### config.mk
export PLATFORM = sky130hd
export DESIGN_NAME = ecc_rx_decoder_flat
export DESIGN_NICKNAME = d
export VERILOG_FILES = /design/src/rtl/ecc_rx_decoder_pkg.sv /design/src/rtl/ecc_rx_decoder_if.sv /design/src/rtl/ecc_rx_decoder_hamming_syndrome.sv /design/src/rtl/ecc_rx_decoder.sv /design/src/flat_wrapper.sv
export SDC_FILE = /design/constraint.sdc
export NUM_CORES = 1
export LEC_CHECK = 0
export CAP_MARGIN = 20
export CORE_MARGIN = 4
export CORE_UTILIZATION = 55
export CTS_CLUSTER_DIAMETER = 60
export DETAILED_ROUTE_END_ITERATION = 10
export GPL_TIMING_DRIVEN = 0
export PLACE_DENSITY_LB_ADDON = 0.1
export SETUP_SLACK_MARGIN = 0.1
export SKIP_LAST_GASP = 1
export SYNTH_ARGS = -nofsm -noshare
export SYNTH_HDL_FRONTEND = slang
export SYNTH_HIERARCHICAL = 1
export SYNTH_SLANG_ARGS = --single-unit
export TNS_END_PERCENT = 10
### constraint.sdc
create_clock -name clk -period 2.56 [get_ports clk]
set_clock_uncertainty 0.2 [all_clocks]
set_input_delay 0.512 -clock clk [delete_from_list [all_inputs] [get_ports clk]]
set_output_delay 0.512 -clock clk [all_outputs]
set_load 0.02 [all_outputs]
### src/rtl/ecc_rx_decoder_pkg.sv
// Shared widths, FSM state encoding and Hamming helper functions for the serial ECC receiver.
package ecc_rx_decoder_pkg;

  localparam int PACKET_SIZE   = 11;
  localparam int FRAME_SIZE    = 15;
  localparam int SYNDROME_SIZE = 4;

  typedef enum logic [1:0] {
    RX_IDLE   = 2'd0,
    RX_SHIFT  = 2'd1,
    RX_DECODE = 2'd2,
    RX_HOLD   = 2'd3
  } rx_state_e;

  // Frame bits (p-1) whose Hamming position p has bit j set; these feed syndrome bit j.
  function automatic logic [63:0] syndrome_mask(input int j, input int frame_w);
    logic [63:0] m;
    m = 64'd0;
    for (int p = 1; p <= frame_w; p++) begin
      m = m | (64'(((p >> j) & 1)) << (p - 1));
    end
    return m;
  endfunction

  // Hamming position of packet bit k: the k-th position that is not a power of two.
  function automatic int data_pos(input int k);
    int cnt;
    int pos;
    cnt = 0;
    pos = 0;
    for (int p = 1; p < 64; p++) begin
      if ((p & (p - 1)) != 0) begin
        if (cnt == k) begin
          pos = p;
        end
        cnt = cnt + 1;
      end
    end
    return pos;
  endfunction

endpackage

### src/rtl/ecc_rx_decoder_if.sv
// Serial-in / host-out bundle of the ECC receiver. err_count exists only when RX_ERR_COUNT_EN is defined.
interface ecc_rx_decoder_if import ecc_rx_decoder_pkg::*; #(
  parameter int PACKET_W = PACKET_SIZE
);

  logic                rx_bit;
  logic                rx_valid;
  logic                rx_sof;
  logic [PACKET_W-1:0] data_out;
  logic                out_valid;
  logic                out_ready;
  logic                corrected;
  logic                irq;
  logic                overrun;
`ifdef RX_ERR_COUNT_EN
  logic [7:0]          err_count;

  modport master (
    output rx_bit, rx_valid, rx_sof, out_ready,
    input  data_out, out_valid, corrected, irq, overrun, err_count
  );

  modport slave (
    input  rx_bit, rx_valid, rx_sof, out_ready,
    output data_out, out_valid, corrected, irq, overrun, err_count
  );
`else
  modport master (
    output rx_bit, rx_valid, rx_sof, out_ready,
    input  data_out, out_valid, corrected, irq, overrun
  );

  modport slave (
    input  rx_bit, rx_valid, rx_sof, out_ready,
    output data_out, out_valid, corrected, irq, overrun
  );
`endif

endinterface

### src/rtl/ecc_rx_decoder_hamming_syndrome.sv
// Combinational Hamming decode: frame -> syndrome and single-error-corrected packet.
// Parameterised so the ecc decode path can reuse it unchanged.
module hamming_syndrome import ecc_rx_decoder_pkg::*; #(
  parameter int FRAME_W  = FRAME_SIZE,
  parameter int PACKET_W = PACKET_SIZE,
  parameter int SYN_W    = SYNDROME_SIZE
) (
  input  logic [FRAME_W-1:0]  frame_i,
  output logic [SYN_W-1:0]    syndrome_o,
  output logic [PACKET_W-1:0] packet_o
);

  for (genvar j = 0; j < SYN_W; j++) begin : g_syn
    localparam logic [FRAME_W-1:0] MASK = FRAME_W'(syndrome_mask(j, FRAME_W));
    assign syndrome_o[j] = ^(frame_i & MASK);
  end

  // A data bit is inverted exactly when the syndrome points at its own position.
  for (genvar k = 0; k < PACKET_W; k++) begin : g_pkt
    localparam int POS = data_pos(k);
    assign packet_o[k] = frame_i[POS-1] ^ (syndrome_o == SYN_W'(POS));
  end

endmodule

### src/rtl/ecc_rx_decoder.sv
// Serial Hamming(15,11) receiver: deserialise, correct single-bit errors, present packet on valid/ready.
// Define RX_ERR_COUNT_EN to add the saturating corrected-frame counter (err_count).
module ecc_rx_decoder import ecc_rx_decoder_pkg::*; #(
  parameter int PACKET_W = PACKET_SIZE,
  parameter int FRAME_W  = FRAME_SIZE
) (
  input  logic            clk,
  input  logic            rst_n,
  ecc_rx_decoder_if.slave bus
);

  localparam int SYN_W = $clog2(FRAME_W + 1);
  localparam int CNT_W = $clog2(FRAME_W + 1);

  rx_state_e           state_q,      state_d;
  logic [CNT_W-1:0]    cnt_q,        cnt_d;
  logic [FRAME_W-1:0]  shreg_q,      shreg_d;
  logic [SYN_W-1:0]    syn_q,        syn_d;
  logic [PACKET_W-1:0] pkt_q,        pkt_d;
  logic                dec_q,        dec_d;
  logic [PACKET_W-1:0] data_out_q,   data_out_d;
  logic                out_valid_q,  out_valid_d;
  logic                corrected_q,  corrected_d;
  logic                irq_q,        irq_d;
  logic                overrun_q,    overrun_d;
`ifdef RX_ERR_COUNT_EN
  logic [7:0]          err_count_q,  err_count_d;
`endif

  logic [SYN_W-1:0]    syndrome_s;
  logic [PACKET_W-1:0] packet_s;
  logic                hs_s;

  hamming_syndrome #(
    .FRAME_W  (FRAME_W),
    .PACKET_W (PACKET_W),
    .SYN_W    (SYN_W)
  ) u_syndrome (
    .frame_i    (shreg_q),
    .syndrome_o (syndrome_s),
    .packet_o   (packet_s)
  );

  assign hs_s = out_valid_q && bus.out_ready;

  // Receive FSM: frame assembly, decode capture and HOLD-time overrun detection.
  always_comb begin
    state_d   = state_q;
    cnt_d     = cnt_q;
    shreg_d   = shreg_q;
    syn_d     = syn_q;
    pkt_d     = pkt_q;
    overrun_d = overrun_q;
    case (state_q)
      RX_IDLE: begin
        if (bus.rx_valid && bus.rx_sof) begin
          shreg_d = {shreg_q[FRAME_W-2:0], bus.rx_bit};
          cnt_d   = CNT_W'(1);
          state_d = RX_SHIFT;
        end else begin
          state_d = RX_IDLE;
        end
      end
      RX_SHIFT: begin
        if (bus.rx_valid) begin
          shreg_d = {shreg_q[FRAME_W-2:0], bus.rx_bit};
          if (bus.rx_sof) begin
            cnt_d   = CNT_W'(1);
            state_d = RX_SHIFT;
          end else if (cnt_q == CNT_W'(FRAME_W - 1)) begin
            cnt_d   = cnt_q + CNT_W'(1);
            state_d = RX_DECODE;
          end else begin
            cnt_d   = cnt_q + CNT_W'(1);
            state_d = RX_SHIFT;
          end
        end else begin
          state_d = RX_SHIFT;
        end
      end
      RX_DECODE: begin
        syn_d   = syndrome_s;
        pkt_d   = packet_s;
        state_d = RX_HOLD;
      end
      RX_HOLD: begin
        // Bits landing here are dropped even if the host completes the handshake this same edge.
        if (bus.rx_valid) begin
          overrun_d = 1'b1;
        end else begin
          overrun_d = overrun_q;
        end
        if (hs_s) begin
          state_d = RX_IDLE;
        end else begin
          state_d = RX_HOLD;
        end
      end
      default: begin
        state_d = RX_IDLE;
      end
    endcase
  end

  // Host-side output stage, loaded one cycle after the decode capture.
  always_comb begin
    dec_d       = (state_q == RX_DECODE);
    irq_d       = dec_q;
    data_out_d  = data_out_q;
    corrected_d = corrected_q;
    out_valid_d = out_valid_q;
    if (dec_q) begin
      data_out_d  = pkt_q;
      corrected_d = (syn_q != {SYN_W{1'b0}});
      out_valid_d = 1'b1;
    end else if (hs_s) begin
      out_valid_d = 1'b0;
    end else begin
      out_valid_d = out_valid_q;
    end
`ifdef RX_ERR_COUNT_EN
    if (dec_q && (syn_q != {SYN_W{1'b0}}) && (err_count_q != 8'hFF)) begin
      err_count_d = err_count_q + 8'd1;
    end else begin
      err_count_d = err_count_q;
    end
`endif
  end

  // State and output registers.
  always_ff @(posedge clk or negedge rst_n) begin
    if (!rst_n) begin
      state_q     <= RX_IDLE;
      cnt_q       <= {CNT_W{1'b0}};
      shreg_q     <= {FRAME_W{1'b0}};
      syn_q       <= {SYN_W{1'b0}};
      pkt_q       <= {PACKET_W{1'b0}};
      dec_q       <= 1'b0;
      data_out_q  <= {PACKET_W{1'b0}};
      out_valid_q <= 1'b0;
      corrected_q <= 1'b0;
      irq_q       <= 1'b0;
      overrun_q   <= 1'b0;
`ifdef RX_ERR_COUNT_EN
      err_count_q <= 8'd0;
`endif
    end else begin
      state_q     <= state_d;
      cnt_q       <= cnt_d;
      shreg_q     <= shreg_d;
      syn_q       <= syn_d;
      pkt_q       <= pkt_d;
      dec_q       <= dec_d;
      data_out_q  <= data_out_d;
      out_valid_q <= out_valid_d;
      corrected_q <= corrected_d;
      irq_q       <= irq_d;
      overrun_q   <= overrun_d;
`ifdef RX_ERR_COUNT_EN
      err_count_q <= err_count_d;
`endif
    end
  end

  assign bus.data_out  = data_out_q;
  assign bus.out_valid = out_valid_q;
  assign bus.corrected = corrected_q;
  assign bus.irq       = irq_q;
  assign bus.overrun   = overrun_q;
`ifdef RX_ERR_COUNT_EN
  assign bus.err_count = err_count_q;
`endif

endmodule

### src/flat_wrapper.sv
// flat-port wrapper written by rule: the top's interface ports become plain ports
module ecc_rx_decoder_flat import ecc_rx_decoder_pkg::*;
#(
  parameter int PACKET_W = PACKET_SIZE,
  parameter int FRAME_W  = FRAME_SIZE
)
  (clk, rst_n, bus_rx_bit, bus_rx_valid, bus_rx_sof, bus_out_ready, bus_data_out, bus_out_valid, bus_corrected, bus_irq, bus_overrun);
  ecc_rx_decoder_if #(.PACKET_W(PACKET_W)) bus_i ();
  input  logic clk;
  input  logic rst_n;
  input wire logic [$bits(bus_i.rx_bit)-1:0] bus_rx_bit;
  input wire logic [$bits(bus_i.rx_valid)-1:0] bus_rx_valid;
  input wire logic [$bits(bus_i.rx_sof)-1:0] bus_rx_sof;
  input wire logic [$bits(bus_i.out_ready)-1:0] bus_out_ready;
  output wire logic [$bits(bus_i.data_out)-1:0] bus_data_out;
  output wire logic [$bits(bus_i.out_valid)-1:0] bus_out_valid;
  output wire logic [$bits(bus_i.corrected)-1:0] bus_corrected;
  output wire logic [$bits(bus_i.irq)-1:0] bus_irq;
  output wire logic [$bits(bus_i.overrun)-1:0] bus_overrun;
  assign bus_i.rx_bit = bus_rx_bit;
  assign bus_i.rx_valid = bus_rx_valid;
  assign bus_i.rx_sof = bus_rx_sof;
  assign bus_i.out_ready = bus_out_ready;
  assign bus_data_out = bus_i.data_out;
  assign bus_out_valid = bus_i.out_valid;
  assign bus_corrected = bus_i.corrected;
  assign bus_irq = bus_i.irq;
  assign bus_overrun = bus_i.overrun;
  ecc_rx_decoder #(.PACKET_W(PACKET_W), .FRAME_W(FRAME_W)) u_core (.clk(clk), .rst_n(rst_n), .bus(bus_i));
endmodule
# Word level (Yosys, flattened, before mapping)
# Cells that the tools add are included.
# totals
mem_count	0
ramBits	0
elab_cells	67
latch_bits	0
mem_bits_ro	0
ff_bits	52
output_inout_bits	15
# op_classes
muxes	15
eq_ne	17
n_bitwise	11
div	0
mul	0
n_lt_le_gt_ge	0
reduce_logical	12
add_sub_neg	1
n_shift	0
# ops
cell	n
XOR reduction 15 bit	4
== test 4 bit, second input constant	8
2-to-1 mux 15 bit	2
case mux 15 bit (2 select lines)	1
== test 4 x 3 -> 1 bit, second input constant	3
2-to-1 mux 4 bit	3
bitwise XOR 1 bit	11
2-to-1 mux 2 bit	4
case mux 2 bit (4 select lines)	1
case mux 4 bit (2 select lines)	1
adder 4 x 1 -> 4 bit, second input constant	1
== test 2 bit, second input constant	2
== test 4 x 2 -> 1 bit, second input constant	1
nonzero test 2 bit	2
nonzero test 4 bit	1
2-to-1 mux 1 bit	3
AND reduction 3 bit	1
== test 2 x 1 -> 1 bit, second input constant	1
logical AND 1 bit	2
logical NOT 2 bit	1
inequality test 2 x 1 -> 1 bit, second input constant	1
inequality test 2 bit, second input constant	1
AND reduction 2 bit	1

# Logic depth before layout (Yosys ltp)
# depth
ltp_word	5
mapped_depth	6
depth_no_buf	6

# By module
# Netlist, hierarchy kept.
# modules_own_cells
module	cells_each	n_inst	area_per_inst_um2
ecc_rx_decoder	136	1	2048.2
hamming_syndrome	63	1	569.3

# Worst setup path before layout
# Ideal clock, no wire load.
# synth_timing
path_kind	reg-to-reg
start	reg u_core.shreg_q[10]
end	reg u_core.pkt_q[4]
arrival_time_ps	1884
required_time_ps	2235
stages_incl_launch_ff	7
path_buffers	0
setup_slack_ps	351
path_cell_list	dfrtp_1 > xor3_2 > xnor2_2 > nor3_1 > o22ai_1 > xnor2_1 > mux2_2
# synth_between
elab_chain_cells	3
word_cells_on_any_way	5
# synth_rtl
item	line_no	rtl
start, declared	ecc_rx_decoder.sv:17	logic [FRAME_W-1:0] shreg_q, shreg_d;
start signal, assigned	ecc_rx_decoder.sv:135	shreg_q <= {FRAME_W{1'b0}};
start signal, assigned	ecc_rx_decoder.sv:150	shreg_q <= shreg_d;
XOR reduction 15 bit	ecc_rx_decoder_hamming_syndrome.sv:15	assign syndrome_o[j] = ^(frame_i & MASK);
== test 4 bit *	ecc_rx_decoder_hamming_syndrome.sv:21	assign packet_o[k] = frame_i[POS-1] ^ (syndrome_o == SYN_W'(POS));
bitwise XOR 1 bit *	ecc_rx_decoder_hamming_syndrome.sv:21	
named net u_core.packet_s[4]	ecc_rx_decoder.sv:31	logic [PACKET_W-1:0] packet_s;
end signal, assigned	ecc_rx_decoder.sv:137	pkt_q <= {PACKET_W{1'b0}};
end signal, assigned	ecc_rx_decoder.sv:152	pkt_q <= pkt_d;
end, declared	ecc_rx_decoder.sv:19	logic [PACKET_W-1:0] pkt_q, pkt_d;
# Mark *: on every way through the listed nets, which the timed path passes. The rest lies on a longest branch.
# A chain may end at the register's enable or synchronous reset.

# Worst setup path in the final report
# layout_timing
start	reg u_core.shreg_q[14]
end	reg u_core.pkt_q[3]
# layout_between
elab_chain_cells	3
word_cells_on_any_way	6
# layout_rtl
item	line_no
XOR reduction 15 bit	ecc_rx_decoder_hamming_syndrome.sv:15
== test 4 x 3 -> 1 bit *	ecc_rx_decoder_hamming_syndrome.sv:21
bitwise XOR 1 bit *	ecc_rx_decoder_hamming_syndrome.sv:21
named net u_core.packet_s[3]	ecc_rx_decoder.sv:31
# Marked as above.

==> impl_metrics.tcl <==
set metrics [dict create \
    hold_path_class "in2async" \
    grt_antenna_before_repair 0 \
    crit_required_ns 2.55 \
    io_buffers 20 \
    floorplan.initialDensity_pct 58.50 \
    via_count 1655 \
    r2r_end "u_core/pkt_q[3]" \
    reg2reg_depth 6 \
    core_um2 4474 \
    synth_cells 199 \
    end_kind "register" \
    grt_usage_pct 16.83 \
    ys.flop_type "dfrtp_1" \
    max-slew-margin-rel_pct 53.09 \
    fin_nets 237 \
    drv_cap 0 \
    setup-tns-final_ns 0 \
    ant_nets 0 \
    fin_crit_sh_pct 95.22 \
    dieArea_um2 5927 \
    clk_path_buf_depth 2 \
    worstPathMaxFanout 4 \
    wl_per_cell_um 17.17 \
    ys_types 33 \
    outcome "complete, no violations" \
    drive_above_1_share_pct 36.52 \
    clock_latency_ns 0.30 \
    io_pins 21 \
    synth_area_um2 2618 \
    grt_pass1_wl_um 7955 \
    period_needed_ns 2.438 \
    drt_iter0_drc 67 \
    max_slew.worst_pin.slew_ns 0.6987 \
    die_y_um 76.99 \
    grt_pass1_vias 1650 \
    holdBufCountCts 0 \
    clk_pin_slew_ns 0.09 \
    drt-pass1-iter-count 4 \
    diodes 0 \
    fin_util_pct 70.39 \
    cts_root_buf "clkbuf_8" \
    htree_levels 2 \
    gp_congestion 0.8239 \
    ys_seq_area_share_pct 49.71 \
    synth_edf_count 0 \
    syn-num-nets 207 \
    start_kind "register" \
    syn_avg_cell_area_um2 13.15 \
    critPathArrivalTime_ns 2.43 \
    synthArstFlopShare_pct 100.0 \
    syn2layout_area_growth_pct 20.32 \
    dp.cells 272 \
    grt_overflow 0 \
    n_fill_cell 309 \
    fmax_ghz 0.4102 \
    core.rowCount 24 \
    grt_max_degree 28 \
    crit-reg2reg-launch "u_core/shreg_q[14]" \
    rsz0062_at_grt "true" \
    drv_slew 0 \
    wl_um 4843 \
    whs_ns 0.006286 \
    clock-sinks 52 \
    synth_warnings 6 \
    final_hold_viol_count 0 \
    ff2ff_setup_slack_ns 0.12 \
    dp_hpwl_um 3517 \
    stdcell_count 282 \
    crit_type "reg2reg" \
    cts_tree "done" \
    viasPerCell 5.869 \
    ys_ff_latch 52 \
    die_w_um 76.99 \
    cts_made_buffers 5 \
    drc 0 \
    setup_viol 0 \
]
==> Yosys cell counts, drive strengths merged (3+ instances only) <==
cell | count | area, um2
and3 | 4 | 25.02
dfrtp | 52 | 1301
buf | 6 | 41.28
nor3 | 12 | 90.09
nor2 | 5 | 33.78
a21oi | 4 | 20.02
mux2 | 41 | 461.7
o21ai | 4 | 20.02
nand3 | 3 | 15.01
o22ai | 11 | 68.82
xnor2 | 26 | 242.7
xor2 | 8 | 92.59
nand2 | 4 | 15.01
==> cell families (layout without fill, tap and decap cells) <==
logic type / Yosys count / after routing / share of synthesized area (%)
flip-flops: 52 / 52 / 49.71
multiplexers: 41 / 41 / 17.64
XOR/XNOR: 36 / 36 / 14.72
AND/OR/NAND/NOR: 35 / 35 / 9.082
AO/OA/AOI/OAI: 25 / 25 / 6.023
buffers and inverters: 8 / 39 / 1.864
adder cells (fa/ha/maj): 2 / 2 / 0.9559
==> sequential cells by signal, summed over array words and instances (netlist names) <==
signal                flops
u_core/bus.out_valid      1
u_core/bus.corrected      1
u_core/cnt_q              4
u_core/bus.overrun        1
u_core/shreg_q           15
u_core/syn_q              4
u_core/state_q            2
u_core/pkt_q             11
u_core/bus.data_out      11
u_core/dec_q              1
u_core/bus.irq            1
==> per-layer routing <==
metal  part of all wire (%)  up-vias  GRT usage (%)  wire length, um
met3                    3.9       24          3.747              190
met1                     41      801          21.06             2008
met4                    3.1        0          5.338              150
met5                      0        -              0                0
met2                     51       59          29.01             2493
li1                       -      771              -                -
==> worst max path at each step <==
stage                                  start                endpoint  slack (ns)  cells past startpoint
after floorplan           u_core/shreg_q[10]         u_core/pkt_q[4]        0.35                      6
after global placement                 rst_n  u_core/bus.data_out[5]       -0.56                      1
after detailed placement  u_core/shreg_q[10]         u_core/pkt_q[5]        0.11                      6
after CTS                 u_core/shreg_q[10]         u_core/pkt_q[3]        0.07                      6
after global routing      u_core/shreg_q[14]         u_core/pkt_q[5]        0.04                      6
final                     u_core/shreg_q[14]         u_core/pkt_q[3]        0.12                      6
==> timing repair <==
action,CTS,global route
pin swaps,0,3
gates resized for setup,2,15
endpoints found under the setup margin,4,11
setup buffers,0,2
gates cloned,0,0
==> through the flow <==
| step | area [um2] | setup slack, ns |
|---|---|---|
| finish | 3149 | 0.1224 |
| global route | 3149 | 0.04154 |
| CTS | 3018 | 0.07174 |
| detailed placement | 2898 | 0.1105 |
| global placement | 2883 | -0.5635 |
| floorplan | 2618 | 0.3508 |
==> critical path: stages, from the launching register on <==
cell and delay [ns]:
dfrtp_2 0.45, xor3_2 0.56, xor2_4 0.22, nor3_2 0.30
o22ai_1 0.15, xnor2_1 0.17, mux2_2 0.27
==> cells in the final DEF, fill, tap and decap left out, types with 2 or more instances in the layout <==
cell             Yosys  layout
dfrtp_1             52      51
o21ai_0              4       4
xor2_4               0       3
mux2_2              41      41
nor2_4               2       2
inv_1                2       2
xnor2_1             24      22
xnor2_4              0       2
o22ai_1             11      11
or4_1                2       2
xnor2_2              2       2
a21oi_1              4       4
ha_1                 2       2
buf_4                2       4
o31ai_1              2       2
xor2_1               5       2
clkbuf_8             0       5
nand3_1              3       3
nand2_1              4       4
buf_2                3       4
nor2_1               3       3
xor3_2               2       2
xor2_2               3       3
clkdlybuf4s50_1      0      19
nor3_4               0       3
nor3_2               6       6
nor3_1               6       3
and3_1               4       4
==> cell type report <==
cell class / count / area (um2) / share of cell area (%)
inverter: 2 / 7.507 / 0.2384
sequential: 52 / 1303 / 41.36
multi-input combinational: 139 / 1395 / 44.30
buffer: 6 / 41.29 / 1.311
timing repair buffer: 23 / 230.2 / 7.310
tap: 52 / 65.06 / 2.066
clock buffer: 6 / 72.57 / 2.304
clock inverter: 2 / 35.03 / 1.112
Power is not shown: default switching activity piles up to over one toggle a cycle in this logic, so the estimate is an artifact.
